### config.mk
export PLATFORM = sky130hd
export DESIGN_NAME = hazard_scoreboard
export DESIGN_NICKNAME = d
export VERILOG_FILES = /design/src/rtl/kolum_pkg.sv /design/src/rtl/sb_match.sv /design/src/rtl/hazard_scoreboard.sv
export SDC_FILE = /design/constraint.sdc
export NUM_CORES = 1
export LEC_CHECK = 0
export CORE_MARGIN = 2
export CORE_UTILIZATION = 59
export DETAILED_ROUTE_END_ITERATION = 16
export DONT_BUFFER_PORTS = 1
export PLACE_DENSITY = 0.75
export SLEW_MARGIN = 0
export SYNTH_ARGS = -nofsm -noshare
export SYNTH_HDL_FRONTEND = slang
export SYNTH_SLANG_ARGS = --single-unit
### constraint.sdc
create_clock -name clk -period 3.1 [get_ports clk]
set_clock_uncertainty 0.05 [all_clocks]
set_input_delay 0.62 -clock clk [delete_from_list [all_inputs] [get_ports clk]]
set_output_delay 0.62 -clock clk [all_outputs]
set_load 0.1 [all_outputs]
### src/rtl/kolum_pkg.sv
// Shared types for the decode-stage hazard scoreboard.
//   REG_IDX_W  : width of an architectural register index
//   sb_entry_t : one tracked in-flight instruction
//   SB_BUBBLE  : empty slot value (all fields zero)
package kolum_pkg;

    localparam int REG_IDX_W = 4;

    typedef struct packed {
        logic                 valid;
        logic                 wb_en;
        logic                 mem_read;
        logic [REG_IDX_W-1:0] dest;
    } sb_entry_t;

    localparam sb_entry_t SB_BUBBLE = '{valid: 1'b0, wb_en: 1'b0, mem_read: 1'b0, dest: '0};

endpackage

### src/rtl/sb_match.sv
// RAW comparator for one scoreboard slot against the decode-stage sources.
//   i_slot     : tracked in-flight instruction
//   i_src1     : decode Rn,        i_use1 : Rn is actually read
//   i_src2     : decode Rm/Rd,     i_use2 : Rm/Rd is actually read
//   o_match    : slot writes a register the decode instruction reads
//   o_load_use : o_match and the slot is a load
module sb_match
    import kolum_pkg::*;
(
    input  sb_entry_t            i_slot,
    input  logic [REG_IDX_W-1:0] i_src1,
    input  logic [REG_IDX_W-1:0] i_src2,
    input  logic                 i_use1,
    input  logic                 i_use2,
    output logic                 o_match,
    output logic                 o_load_use
);

    logic w_live;
    logic w_hit1;
    logic w_hit2;

    assign w_live     = i_slot.valid & i_slot.wb_en;
    assign w_hit1     = i_use1 & (i_slot.dest == i_src1);
    assign w_hit2     = i_use2 & (i_slot.dest == i_src2);
    assign o_match    = w_live & (w_hit1 | w_hit2);
    assign o_load_use = o_match & i_slot.mem_read;

endmodule

### src/rtl/hazard_scoreboard.sv
// Tracks destinations of instructions between decode and write-back and
// requests a decode stall on read-after-write dependences.
//   clk, rst            : clock, async active-high reset
//   forward_en          : 1 = stall on load-use only, 0 = stall on any RAW
//   freeze_in           : memory stage busy, hold slots and counter
//   flush_in            : instruction in ID is killed, suppresses the stall
//   id_*                : decode-stage instruction attributes
//   hazard_out          : combinational stall request
//   stall_count_out     : saturating count of stall cycles
module hazard_scoreboard
    import kolum_pkg::*;
#(
    parameter int N_STAGES = 2,
    parameter int CNT_W    = 16
) (
    input  logic                 clk,
    input  logic                 rst,
    input  logic                 forward_en,
    input  logic                 freeze_in,
    input  logic                 flush_in,
    input  logic                 id_wb_enable_in,
    input  logic                 id_mem_read_in,
    input  logic                 id_branch_in,
    input  logic                 id_two_src_in,
    input  logic [REG_IDX_W-1:0] id_dest_in,
    input  logic [REG_IDX_W-1:0] id_src1_in,
    input  logic [REG_IDX_W-1:0] id_src2_in,
    output logic                 hazard_out,
    output logic [CNT_W-1:0]     stall_count_out
);

    // With forwarding, only a load still in EXE cannot supply its result.
    localparam logic [N_STAGES-1:0] FWD_STALL_SLOTS = N_STAGES'(1);

    sb_entry_t           r_slots [N_STAGES];
    logic [CNT_W-1:0]    r_stall_cnt;
    logic [N_STAGES-1:0] w_match;
    logic [N_STAGES-1:0] w_load_use;
    logic                w_use1;
    logic                w_use2;
    logic                w_raw_hazard;
    sb_entry_t           w_new_slot;

    // A branch carries a register field in the Rn position that it never reads.
    assign w_use1 = ~id_branch_in;
    assign w_use2 = id_two_src_in;

    for (genvar g = 0; g < N_STAGES; g++) begin : g_match
        sb_match u_match (
            .i_slot     (r_slots[g]),
            .i_src1     (id_src1_in),
            .i_src2     (id_src2_in),
            .i_use1     (w_use1),
            .i_use2     (w_use2),
            .o_match    (w_match[g]),
            .o_load_use (w_load_use[g])
        );
    end

    assign w_raw_hazard = forward_en ? |(w_load_use & FWD_STALL_SLOTS) : |w_match;
    assign hazard_out   = w_raw_hazard & ~flush_in;

    // A stalled or killed decode instruction must not enter the pipeline.
    assign w_new_slot = (flush_in | hazard_out)
                      ? SB_BUBBLE
                      : '{valid: 1'b1, wb_en: id_wb_enable_in,
                          mem_read: id_mem_read_in, dest: id_dest_in};

    always_ff @(posedge clk or posedge rst) begin
        if (rst) begin
            for (int k = 0; k < N_STAGES; k++) begin
                r_slots[k] <= SB_BUBBLE;
            end
        end else if (!freeze_in) begin
            for (int k = N_STAGES - 1; k > 0; k--) begin
                r_slots[k] <= r_slots[k-1];
            end
            r_slots[0] <= w_new_slot;
        end
    end

    always_ff @(posedge clk or posedge rst) begin
        if (rst) begin
            r_stall_cnt <= '0;
        end else if (hazard_out && !freeze_in && (r_stall_cnt != '1)) begin
            r_stall_cnt <= r_stall_cnt + CNT_W'(1);
        end
    end

    assign stall_count_out = r_stall_cnt;

endmodule

==> qor.yml <==
multi_input_comb_area_sq_um: 786
min_path_type: "in -> reg"
drt_iter0_drc: 24
post_cts_resized: 0
synth_top_area_share_pct: 46.9
synthTopCellsByArea: "dfrtp_1 (47%), xor2_1 (9.1%), xnor2_1 (8.5%), nor4_4 (6.9%), mux2_2 (5.1%)"
drive_above_1_share_pct: 28.5
antenna_found_initial: 0
postCtsHoldBufs: 0
cts_buffers: 5
drv_slew: 0
yosysTopAreaCell: "dfrtp_1"
netlist_area_sq_um: 1550
drt_wl_total_mm: 3.16
status: "complete, no violations"
std_cell_rows: 18
area_growth_pct: 17.0
vias: 1147
start_util_pct: 62.5
period_share_pct: 89.6
path_cells: "xnor2_1, o2111ai_1, nor4_4, nor4_4, buf_4, nor2_2, buf_4"
drv_cap: 0
slowest_delay_ns: 0.44
avgRoutedWirePerCell_microns: 16.8
crit_fanout: 6
crit_type: "reg -> out"
drc: 0
die_w_microns: 55.2
fmax_mhz: 360
final_nets: 179
clkLatencyLatePin_ns: 0.35
hold_viol: 0
synth_cell_type_count: 23
setup_violations: 0
ys.warnings.count: 0
syn_inst: 133
fin_area_sq_um: 1810
synth.avg_cell_area_sq_um: 11.6
grt_max_degree: 30
cp-start-kind: "register"
cts_sinks: 29
antenna_cells: 0
final_common_cell: "dfrtp_1"
dp_slack_ns: 0.267
grt_pass1_vias: 1134
finalCriticalPeriod_ns: 2.78
utilization_pct: 73.1
gp_congestion: 0.905
grt_overflow: 0
yosysSeqAreaShare_pct: 46.9
p_leak_uw: 0.000882
cts_max_level: 2
grt_usage_pct: 22.2
clock_path_buffers: 2
peakVddDrop_v: 0.000437
rsz0062_at_grt: "false"
register_area_sq_um: 726
arrival_ns: 2.11
dieArea_sq_um: 3050
fillCellCount: 198
die_h_microns: 55.2
finalSetupTns_ns: 0
final_cell_mix: "dfrtp_1 (29), buf_4 (21), xor2_1 (16), xnor2_1 (15), nand4_1 (9)"
cp_num_buf_inv: 2
clkTransAtPathRegs_ns: 0.10
postCtsSetupRepairBufs: 0
crit_slowest_cell: "dfrtp_1"
dp_hpwl_mm: 2.35
dpl_cell_area_sq_um: 1690
first_pass_iters: 4
max-slew-margin-rel_pct: 30.8
pin_count: 38
root_buffer: "clkbuf_4"
tightest_slew_ns: 1.04
synth_fp_nets: 155
cts_tree: "yes"
end_kind: "output port"
grt_pass1_wl_mm: 5.21
ys_seq_elements: 29
port_buffers: 0
required_ns: 2.43
critPathTopFamily: "simple AND/OR/NAND/NOR gates"
core_sq_um: 2480
drtAntennaViolNets: 0
powerDensity_nw_per_um2: 464
vias_per_cell: 6.10
worst_slack_ns: 0.321
==> where the power goes <==
| group | leakage [uW] | total, uW | switching (uW) | internal [uW] |
|---|---|---|---|---|
| sequential | 0.000386 | 416 | 19.6 | 397 |
| combinational | 0.000452 | 91.0 | 50.4 | 40.6 |
| clock | 0.0000445 | 334 | 142 | 191 |
==> final cells by class <==
cell class / count / area share (%)
timing repair buffer: 21 / 8.71
sequential: 29 / 40.1
inverter: 4 / 0.829
multi-input combinational: 96 / 43.4
clock buffer: 6 / 2.83
clock inverter: 2 / 2.07
tap: 30 / 2.07
==> metal layers <==
metal | track usage, % | vias to the layer above | wire (microns)
met5 | 0 | - | 0
met4 | 11.5 | 0 | 80
met3 | 5.85 | 10 | 203
met2 | 35.2 | 38 | 1570
met1 | 27.7 | 575 | 1300
li1 | - | 524 | -
==> synthesized netlist by cell type <==
master and number:
dfrtp_1 29, xor2_1 16, xnor2_1 15, nand4_1 9
mux2_2 7, nand2_1 7, nor3_1 7, nor2_1 6
nor4_1 6, a22o_1 5, nand3_1 5, nor4_4 5
inv_1 4, clkbuf_1 2, o2111ai_1 2, a21o_1 1
a22o_2 1, and2_2 1, buf_2 1, buf_6 1
ha_1 1, nor3_4 1, nor4b_1 1
==> sequential cells by signal (all words and copies together), names as in the netlist <==
name,flops
r_slots,13
stall_count_out,16
==> metrics by stage <==
| stage | hold WS (ns) | power [uW] | instances |
|---|---|---|---|
| 2_1_floorplan | 0.429 | 498 | 133 |
| 3_3_place_gp | 0.443 | 509 | 176 |
| 3_5_place_dp | 0.443 | 514 | 176 |
| 4_1_cts | 0.336 | 841 | 184 |
| 5_1_grt | 0.326 | 870 | 188 |
| 6_report | 0.334 | 841 | 188 |
==> worst paths after layout <==
kind / end / cells past startpoint / slack [ns] / start
setup / recovery: hazard_out / 7 / 0.32 / r_slots[9]$_DFFE_PP0N_
hold / removal: r_slots[13]$_DFFE_PP0N_ / 1 / 0.33 / freeze_in
setup reg to reg: stall_count_out[8]$_DFFE_PP0P_ / 8 / 0.84 / r_slots[9]$_DFFE_PP0N_
hold reg to reg: r_slots[5]$_DFFE_PP0N_ / 1 / 0.48 / r_slots[5]$_DFFE_PP0N_
max in group asynchronous: stall_count_out[1]$_DFFE_PP0P_ / 1 / 2.02 / rst
min in group asynchronous: r_slots[11]$_DFFE_PP0N_ / 1 / 0.35 / rst
==> cells by family (layout without fill, tap and decap cells) <==
group | Yosys count | after routing | share of synthesized area [%]
AO/OA/AOI/OAI | 9 | 9 | 5.09
XOR/XNOR | 31 | 31 | 17.5
adder cells (fa/ha/maj) | 1 | 1 | 0.808
buffers and inverters | 8 | 33 | 2.51
flip-flops | 29 | 29 | 46.9
multiplexers | 7 | 7 | 5.09
AND/OR/NAND/NOR | 48 | 48 | 22.1
Note: power is estimated with default switching activity, not from simulation.
